**src/rtl/home_sim_pkg.sv**
```systemverilog
// Shared constants and the room draw scheduler state type.
package home_sim_pkg;

   localparam int NUM_ROOMS = 10;

   localparam logic FUNC_LIGHT = 1'b1;
   localparam logic FUNC_DOOR  = 1'b0;
   localparam logic ST_ON      = 1'b1;
   localparam logic ST_OFF     = 1'b0;

   typedef enum logic [2:0] {
      S_CLEAR_ISSUE,
      S_CLEAR_WAIT,
      S_IDLE,
      S_ISSUE,
      S_DRAW_WAIT
   } sched_state_t;

endpackage

```
**src/rtl/rr_room_picker.sv**
```systemverilog
// Round-robin room picker: first set bit of pending strictly after rr_ptr,
// wrapping modulo NUM_ROOMS. Rotate, priority encode, un-rotate.
module rr_room_picker #(
   parameter int NUM_ROOMS = 10,
   parameter int ROOM_W    = 4
) (
   input  logic [NUM_ROOMS-1:0] pending,
   input  logic [ROOM_W-1:0]    rr_ptr,
   output logic [ROOM_W-1:0]    grant,
   output logic                 valid
);

   localparam logic [ROOM_W-1:0] LAST_ROOM = ROOM_W'(NUM_ROOMS - 1);
   localparam logic [ROOM_W:0]   ROOMS_EXT = (ROOM_W + 1)'(NUM_ROOMS);

   logic [ROOM_W-1:0]      start;
   logic [2*NUM_ROOMS-1:0] doubled;
   logic [NUM_ROOMS-1:0]   rotated;
   logic [ROOM_W-1:0]      offset;
   logic [ROOM_W:0]        sum;

   // Rotate so the room after rr_ptr sits at bit 0, pick the lowest set bit,
   // then map the offset back to an absolute room index.
   always_comb begin
      start   = (rr_ptr >= LAST_ROOM) ? '0 : rr_ptr + ROOM_W'(1);
      doubled = {pending, pending} >> start;
      rotated = doubled[NUM_ROOMS-1:0];
      offset  = '0;
      valid   = 1'b0;
      for (int i = NUM_ROOMS - 1; i >= 0; i--) begin
         if (rotated[i]) begin
            offset = ROOM_W'(i);
            valid  = 1'b1;
         end
      end
      sum = {1'b0, offset} + {1'b0, start};
      if (sum >= ROOMS_EXT) begin
         sum = sum - ROOMS_EXT;
      end
      grant = sum[ROOM_W-1:0];
   end

endmodule

```
**src/rtl/room_draw_scheduler.sv**
```systemverilog
// Room draw scheduler: queues per-room redraw requests and feeds them one at
// a time, round-robin, into the shared VGA draw engine; full-screen clears
// take priority over queued room draws but never abort one in flight.
//
// state         | meaning
// --------------+------------------------------------------------------------
// S_CLEAR_ISSUE | clear_start asserted this cycle, clear request consumed
// S_CLEAR_WAIT  | waiting for the engine to finish the clear (or timeout)
// S_IDLE        | nothing queued, waiting for a request or a clear
// S_ISSUE       | draw_start asserted this cycle; room and snapshots latched
// S_DRAW_WAIT   | waiting for the engine to finish the room draw (or timeout)
module room_draw_scheduler #(
   parameter int NUM_ROOMS = 10,
   parameter int ROOM_W    = 4,
   parameter int MAX_WAIT  = 4096
) (
   input  logic                 clock,
   input  logic                 reset,
   input  logic [NUM_ROOMS-1:0] req,
   input  logic [NUM_ROOMS-1:0] room_funct,
   input  logic [NUM_ROOMS-1:0] room_onoff,
   input  logic                 clear_req,
   input  logic                 countDone,
   output logic                 draw_start,
   output logic [ROOM_W-1:0]    draw_room,
   output logic                 draw_funct,
   output logic                 draw_onoff,
   output logic                 clear_start,
   output logic                 busy,
   output logic [NUM_ROOMS-1:0] pending,
   output logic                 Donesig,
   output logic                 timeout_err
);

   import home_sim_pkg::*;

   localparam int                WAIT_W    = (MAX_WAIT > 1) ? $clog2(MAX_WAIT) : 1;
   localparam logic [WAIT_W-1:0] WAIT_LAST = WAIT_W'(MAX_WAIT - 1);

   sched_state_t         state;
   logic                 clear_pend;
   logic [ROOM_W-1:0]    rr_ptr;
   logic [WAIT_W-1:0]    wait_cnt;

   logic                 wait_state;
   logic                 wait_expired;
   logic                 wait_done;
   logic [NUM_ROOMS-1:0] room_onehot;
   logic [NUM_ROOMS-1:0] pick_src;
   logic [ROOM_W-1:0]    grant;
   logic                 grant_valid;
   logic [NUM_ROOMS-1:0] grant_onehot;
   logic                 do_issue;

   assign wait_state   = (state == S_CLEAR_WAIT) || (state == S_DRAW_WAIT);
   assign wait_expired = wait_state && !countDone && (wait_cnt == WAIT_LAST);
   assign wait_done    = wait_state && (countDone || wait_expired);
   assign room_onehot  = NUM_ROOMS'(1) << draw_room;
   assign grant_onehot = NUM_ROOMS'(1) << grant;

   // The queue the picker sees on a completion edge: a finished clear queues
   // every room, an expired draw puts its own room back for a later retry.
   always_comb begin
      pick_src = pending;
      if (state == S_CLEAR_WAIT) begin
         pick_src = '1;
      end else if ((state == S_DRAW_WAIT) && wait_expired) begin
         pick_src = pending | room_onehot;
      end
   end

   rr_room_picker #(
      .NUM_ROOMS(NUM_ROOMS),
      .ROOM_W   (ROOM_W)
   ) u_picker (
      .pending(pick_src),
      .rr_ptr (rr_ptr),
      .grant  (grant),
      .valid  (grant_valid)
   );

   // Grant is taken on the edge entering S_ISSUE so that draw_room and the
   // snapshots are already valid in the cycle draw_start is high.
   always_comb begin
      do_issue = 1'b0;
      case (state)
         S_IDLE:       do_issue = !clear_pend && grant_valid;
         S_CLEAR_WAIT: do_issue = wait_done;
         S_DRAW_WAIT:  do_issue = wait_done && !clear_pend && grant_valid;
         default:      do_issue = 1'b0;
      endcase
   end

   // Start pulses decode the state register; clear_start is held off while
   // reset is asserted because reset parks the FSM in S_CLEAR_ISSUE.
   assign draw_start  = (state == S_ISSUE);
   assign clear_start = (state == S_CLEAR_ISSUE) && !reset;
   assign busy        = (state != S_IDLE);
   assign timeout_err = wait_expired;

   // Scheduler FSM with request queue, wait counter and issue snapshots.
   always_ff @(posedge clock) begin
      if (reset) begin
         state      <= S_CLEAR_ISSUE;
         pending    <= '0;
         clear_pend <= 1'b0;
         rr_ptr     <= ROOM_W'(NUM_ROOMS - 1);
         wait_cnt   <= '0;
         draw_room  <= '0;
         draw_funct <= FUNC_DOOR;
         draw_onoff <= ST_OFF;
         Donesig    <= 1'b0;
      end else begin
         Donesig    <= 1'b0;
         pending    <= pending | req;
         clear_pend <= clear_pend | clear_req;
         case (state)
            S_CLEAR_ISSUE: begin
               clear_pend <= clear_req;
               wait_cnt   <= '0;
               state      <= S_CLEAR_WAIT;
            end
            S_CLEAR_WAIT: begin
               if (!wait_done) begin
                  wait_cnt <= wait_cnt + WAIT_W'(1);
               end
            end
            S_IDLE: begin
               if (clear_pend) begin
                  state <= S_CLEAR_ISSUE;
               end
            end
            S_ISSUE: begin
               wait_cnt <= '0;
               state    <= S_DRAW_WAIT;
            end
            S_DRAW_WAIT: begin
               if (wait_done) begin
                  if (clear_pend) begin
                     pending <= pick_src | req;
                     state   <= S_CLEAR_ISSUE;
                  end else if (!grant_valid) begin
                     Donesig <= 1'b1;
                     state   <= S_IDLE;
                  end
               end else begin
                  wait_cnt <= wait_cnt + WAIT_W'(1);
               end
            end
            default: state <= S_CLEAR_ISSUE;
         endcase
         if (do_issue) begin
            state      <= S_ISSUE;
            draw_room  <= grant;
            draw_funct <= room_funct[grant];
            draw_onoff <= room_onoff[grant];
            rr_ptr     <= grant;
            pending    <= (pick_src & ~grant_onehot) | req;
         end
      end
   end

endmodule
```
**config.mk**
```make
export PLATFORM = sky130hd
export DESIGN_NAME = room_draw_scheduler
export DESIGN_NICKNAME = d
export VERILOG_FILES = /design/src/rtl/home_sim_pkg.sv /design/src/rtl/rr_room_picker.sv /design/src/rtl/room_draw_scheduler.sv
export SDC_FILE = /design/constraint.sdc
export NUM_CORES = 1
export LEC_CHECK = 0
export CELL_PAD_IN_SITES_DETAIL_PLACEMENT = 0
export CELL_PAD_IN_SITES_GLOBAL_PLACEMENT = 1
export CORE_ASPECT_RATIO = 0.6
export CORE_MARGIN = 3
export CORE_UTILIZATION = 36
export DETAILED_ROUTE_END_ITERATION = 10
export PLACE_DENSITY_LB_ADDON = 0.1
export SLEW_MARGIN = 20
export SYNTH_ARGS = -nofsm -noshare
export SYNTH_HDL_FRONTEND = slang
export SYNTH_HIERARCHICAL = 1
export SYNTH_SLANG_ARGS = --single-unit
```
**constraint.sdc**
```tcl
create_clock -name clock -period 6.8 [get_ports clock]
set_input_delay 1.36 -clock clock [delete_from_list [all_inputs] [get_ports clock]]
set_output_delay 1.36 -clock clock [all_outputs]
set_load 0.03 [all_outputs]
```
-- Word-level counts from Yosys, hierarchy flattened
Cells that the tools add are included.
- register bits: 37
- input port bits: 34
- logic and storage cells: 109
- add/subtract/negate cells: 4
- magnitude comparators: 3
- equal/unequal tests: 14
- shift-type cells: 3
- muxes and demuxes: 43
- bitwise logic cells: 10
- reductions and logical operators: 22
- operator list (cell ; number):
    2-to-1 mux 10 bit ; 6
    2-to-1 mux 4 bit ; 12
    OR 10 bit ; 4
    case mux 12 bit (2 select lines) ; 1
    << shifter 1 x 4 -> 10 bit (first input constant) ; 2
    right shift 20 x 4 -> 10 bit ; 1
    case mux 3 bit (5 select lines) ; 1
    2-to-1 mux 1 bit ; 14
    adder 12 x 1 -> 12 bit (second input constant) ; 1
    == test 12 bit (second input constant) ; 1
    2-to-1 mux 12 bit ; 1
    2-to-1 mux 3 bit ; 4
    AND 10 bit ; 1
    inverter 10 bit ; 1
    inequality test 3 bit (second input constant) ; 3
    binary-select mux 1 bit (select 4 bit) ; 2
    logical AND 1 bit ; 8
    inequality test 2 bit (second input constant) ; 4
    AND reduction 4 bit ; 2
    == test 3 x 2 -> 1 bit (second input constant) ; 2
    OR reduction 2 bit ; 3
    adder 4 x 4 -> 5 bit ; 1
    greater-or-equal comparator 5 x 4 -> 1 bit (second input constant) ; 1
    < comparator 4 x 5 -> 1 bit (second input constant) ; 1
    other kinds (17) ; 22

-- Depth between registers and ports, before layout
- depth after elaboration: 26
- mapped depth: 27
- depth with buffers taken out: 25

-- Hierarchy
Netlist, hierarchy kept.
- by module, submodules not included (module ; times used ; cells each ; area an instance (µm²) ; seq. area each (µm²)):
    room_draw_scheduler ; 1 ; 257 ; 2075.7 ; 700.7
    rr_room_picker ; 1 ; 161 ; 1158.6 ; 0.0

-- Worst setup path before layout
Ideal clock, no wire load.
- path type: in2reg
- from: input countDone
- to: register pending[4]
- arrival time: 6.518 ns
- setup slack: 0.160 ns
- stages: 24
- path buffers: 2
- cells stage by stage: or4_1 -> clkbuf_1 -> o31ai_1 -> or2_1 -> mux4_2 -> a21boi_0 -> nor3_1 -> or3_1 -> and3_1 -> o211ai_1 -> a22oi_1 -> ha_1 -> fa_1 -> xnor2_1 -> ha_1 -> nand2_1 -> a21boi_0 -> mux2i_1 -> clkbuf_1 -> nand2b_1 -> or4_1 -> a211oi_1 -> a311o_1 -> o21ai_2
- word-level cells in the longest chain between the ends: 25
- elaborated cells on any way between the ends: 46
- classes of those cells: add/sub: 2; order compare: 1; shift: 2; mux: 28; bitwise: 4; reduce/logical: 9
- ends and longest elaborated chain (element ; RTL line ; RTL):
    start: declaration ; room_draw_scheduler.sv:23 ; input logic countDone,
    zero test 1 bit (*) ; room_draw_scheduler.sv:56 ; assign wait_expired = wait_state && !countDone && (wait_cnt == WAIT_LAST);
    logical AND 1 bit (*) (2 in series) ; room_draw_scheduler.sv:56 ;
    logical AND 1 bit (*) ; room_draw_scheduler.sv:67 ; end else if ((state == S_DRAW_WAIT) && wait_expired) begin
    2-to-1 mux 10 bit (*) ; room_draw_scheduler.sv:67 ;
    2-to-1 mux 10 bit (*) ; room_draw_scheduler.sv:65 ; if (state == S_CLEAR_WAIT) begin
    named net pick_src[9] ; room_draw_scheduler.sv:49 ; logic [NUM_ROOMS-1:0] pick_src;
    right shift 20 x 4 -> 10 bit (*) ; rr_room_picker.sv:26 ; doubled = {pending, pending} >> start;
    2-to-1 mux 4 bit (9 in series) ; rr_room_picker.sv:31 ; if (rotated[i]) begin
    (+2 left out) ; - ;
    subtractor 4 bit or greater-or-equal comparator 5 x 4 -> 1 bit (tied branches) ; rr_room_picker.sv:38, rr_room_picker.sv:37 ;
    2-to-1 mux 4 bit (*) ; rr_room_picker.sv:37 ; if (sum >= ROOMS_EXT) begin
    named net grant[2] ; room_draw_scheduler.sv:50 ; logic [ROOM_W-1:0] grant;
    << shifter 1 x 4 -> 10 bit (*) ; room_draw_scheduler.sv:59 ; assign grant_onehot = NUM_ROOMS'(1) << grant;
    inverter 10 bit (*) ; room_draw_scheduler.sv:158 ; pending <= (pick_src & ~grant_onehot) | req;
    AND 10 bit (*) ; room_draw_scheduler.sv:158 ;
    OR 10 bit (*) ; room_draw_scheduler.sv:158 ;
    2-to-1 mux 10 bit (*) ; room_draw_scheduler.sv:152 ; if (do_issue) begin
    end signal: assignment ; room_draw_scheduler.sv:115 ; pending <= pending | req;
    end signal: assignment ; room_draw_scheduler.sv:140 ; pending <= pick_src | req;
    end signal: assignment ; room_draw_scheduler.sv:158 ;
    end: declaration ; room_draw_scheduler.sv:30 ; output logic [NUM_ROOMS-1:0] pending,
Mark *: on every way through the listed nets, which the timed path passes. The rest lies on a longest branch.
A chain may end at the register's enable or synchronous reset.

-- Worst setup path after layout
Ends and elaborated chain as after synthesis.

==> impl_metrics.tcl <==
set metrics [dict create \
    ant_nets 0 \
    path_clk_slew_ns 0.06 \
    mostFrequentLayoutCells "clkdlybuf4s50_1, buf_4, nor2_1, dfxtp_1" \
    fmax_mhz 152 \
    grtUsageMet2_pct 27.6 \
    wire_per_inst_um 18.4 \
    holdPathStages 2 \
    pwr-share-seq_pct 23.5 \
    rows 26 \
    p_int_mw 0.624 \
    clock_latency_ns 0.28 \
    switchingPower_mw 0.408 \
    syn_avg_cell_area_um2 7.74 \
    min_to "wait_cnt[1]" \
    antenna_found_initial 0 \
    vias 3691 \
    crit_path_max_fanout 3 \
    rr_startpoint "wait_cnt[0]" \
    end_kind "flop" \
    vdd_drop_max_v 0.000112 \
    p_comb_share_pct 55.2 \
    p_total_mw 1.03 \
    drv_cap 0 \
    met1_usage_pct 35.8 \
    die_area_um2 10200 \
    setup_viol 0 \
    viasPerCell 6.01 \
    htree_levels 2 \
    cts_root_buf "clkbuf_16" \
    fin_crit_sh_pct 97.0 \
    preCtsSetupSlack_ns -0.273 \
    hold_class "reg -> reg" \
    reg2reg_slack_ns 0.78 \
    ys_types 76 \
    fillers 855 \
    grt_max_degree 28 \
    fin_ws_ns 0.207 \
    holdBufCountCts 0 \
    num_antenna_cells 0 \
    fin_tns_setup_ns 0 \
    p_per_area_nw_per_um2 236 \
    clock_skew_ns 0.00344 \
    arrival_ns 6.76 \
    placement.io_buffers 54 \
    start_kind "primary input" \
    busiest_layer "met1" \
    yosys_warnings 6 \
    holdWs_ns 0.473 \
    outcome "complete, no violations" \
    cts.sinks 35 \
    syn_nets 462 \
    worstMarginPinSlew_ns 0.924 \
    yosysSeqAreaShare_pct 21.7 \
    fp.dieW_um 128 \
    dr.pass1.iters 5 \
    slew_viol_final 0 \
    min_period_ns 6.59 \
    grt_pass1_vias 3325 \
    clockPowerShare_pct 21.4 \
    critical_path_class "in -> reg" \
    yosys.area.top_type "dfxtp_1" \
    async_flop_share_pct 0 \
    syn_inst 418 \
    grt_use_total_pct 21.8 \
    rr_endpoint "pending[4]" \
    reg2reg_depth 26 \
    drtIter0Drc 370 \
    cts_tree "yes" \
    nNetsFinal 545 \
    crit_required_ns 6.96 \
    min_from "wait_cnt[1]" \
    chipHeight_um 79.4 \
    cts_buffer_depth 2 \
    met3_usage_pct 6.42 \
    wl_um 11300 \
    syn-cell-area_um2 3230 \
    grt_overflow_total 0 \
    synthToLayoutAreaGrowth_pct 35.2 \
    dpl.hpwl_um 8740 \
    ys_seq_elements 35 \
    final_common_cell "clkdlybuf4s50_1" \
    drive_above_1_share_pct 19.7 \
    synth_edf_count 0 \
    cts_buffers 5 \
    grt_pass1_wl_um 17600 \
    synth_area_leaders "dfxtp_1, nor2_1, a211oi_1, a21oi_1, mux4_2" \
    power.leakage_nw 1.70 \
    start_util_pct 37.5 \
    finalHoldViolCount 0 \
    sw_frac_of_total_pct 39.6 \
    core_area_um2 8620 \
    max-slew-margin-rel_pct 37.9 \
    ios 55 \
    synth_flop_cell "dfxtp_1" \
    postCtsSetupBuffers 0 \
    drcViolationCount 0 \
    synth_top_area_share_pct 21.7 \
    gp_congestion 0.943 \
]
[per-stage QoR]
step                area (um^2)  util (%)  std cells
global route               4370      50.7        614
finish                     4370      50.7        614
floorplan                  3230         -        418
global placement           4140      48.1        606
CTS                        4280      49.7        614
detailed placement         4140      48.1        606
[power groups by stage]
| stage | Combinational, mW | Clock (mW) | Sequential, mW |
|---|---|---|---|
| after floorplan | 0.324 | 0 | 0.253 |
| after global placement | 0.532 | 0 | 0.246 |
| after detailed placement | 0.533 | 0 | 0.245 |
| after CTS | 0.536 | 0.224 | 0.241 |
| after global routing | 0.612 | 0.235 | 0.245 |
| final | 0.570 | 0.221 | 0.242 |
[worst max path at each step]
stage / start / endpoint / slack [ns] / cells past startpoint
2_1_floorplan: countDone / pending[4] / 0.16 / 24
3_3_place_gp: countDone / pending[4] / -0.11 / 25
3_5_place_dp: countDone / pending[4] / -0.27 / 25
4_1_cts: countDone / pending[4] / 0.07 / 25
5_1_grt: countDone / pending[4] / -0.02 / 24
6_report: countDone / pending[4] / 0.21 / 24
[logic make-up (layout without fill, tap and decap cells)]
family,count (synthesis),count (layout),synth area share [%]
compound gates,128,128,27.7
xor+xnor,10,10,2.71
fa+ha+maj,10,10,4.10
buf+inv,42,126,6.07
flops,35,35,21.7
mux,19,19,8.43
simple gates,174,174,29.3
[sequential cells by signal (all words and copies together) (netlist names), 2 cells and up]
| name | count |
|---|---|
| pending | 10 |
| state | 3 |
| wait_cnt | 12 |
| draw_room | 4 |
| rr_ptr | 2 |
[layout make-up]
type	instances	area (um^2)	share of cell area, %
Sequential cell	35	701	16.0
Inverter	15	56.3	1.29
Clock inverter	1	5.00	0.114
Multi-Input combinational cell	341	2430	55.6
Timing Repair Buffer	103	908	20.8
Tap cell	112	140	3.20
Clock buffer	7	133	3.03
[critical path, stage by stage]
cell	delay, ns
clkdlybuf4s50_1	0.45
or4b_4	0.55
or4_1	0.44
nand3b_1	0.19
mux2i_1	0.11
o211ai_1	0.14
a31oi_1	0.15
or3_1	0.39
and3_1	0.18
o211ai_1	0.16
a22oi_1	0.11
ha_1	0.23
fa_2	0.38
xnor2_2	0.20
ha_2	0.21
nand2_1	0.05
a21boi_1	0.14
buf_4	0.14
mux2i_1	0.22
nand2b_1	0.09
or4_1	0.42
a211oi_2	0.24
a311o_1	0.15
o21ai_2	0.05
[routing by layer]
| layer | up-vias | wire [um] |
|---|---|---|
| met4 | 0 | 41 |
| met5 | - | 0 |
| met3 | 7 | 1070 |
| met1 | 1758 | 6010 |
| li1 | 1758 | - |
| met2 | 168 | 4160 |
[cell usage after synthesis (3+ instances only)]
library cell and n:
a211oi_1 19, o31ai_1 7, o21ai_2 3, a21o_1 4, o311a_1 3, mux2i_1 10
buf_4 4, or3_1 9, nor3_1 20, xnor2_1 5, nor4_1 5, or2_2 4
a31oi_1 9, o211ai_1 5, nor2_1 43, or2_1 5, nand3b_1 3, and2_1 4
o21ai_1 5, dfxtp_1 35, mux4_2 6, clkbuf_1 13, o21a_1 3, buf_2 7
o32ai_1 3, ha_1 9, nand3_1 8, nand4_1 5, nand2_1 26, inv_1 13
a21oi_1 27, xor2_1 5, nand2b_1 11, o21ai_0 13, or4_1 6, and3_1 7
nor2b_1 3
[what timing repair did]
| item | CTS | global route |
|---|---|---|
| setup endpoints to repair | 1 | 9 |
| gates resized for setup | 1 | 22 |
| pin swaps | 0 | 1 |
Note: power is estimated with default switching activity, not from simulation.
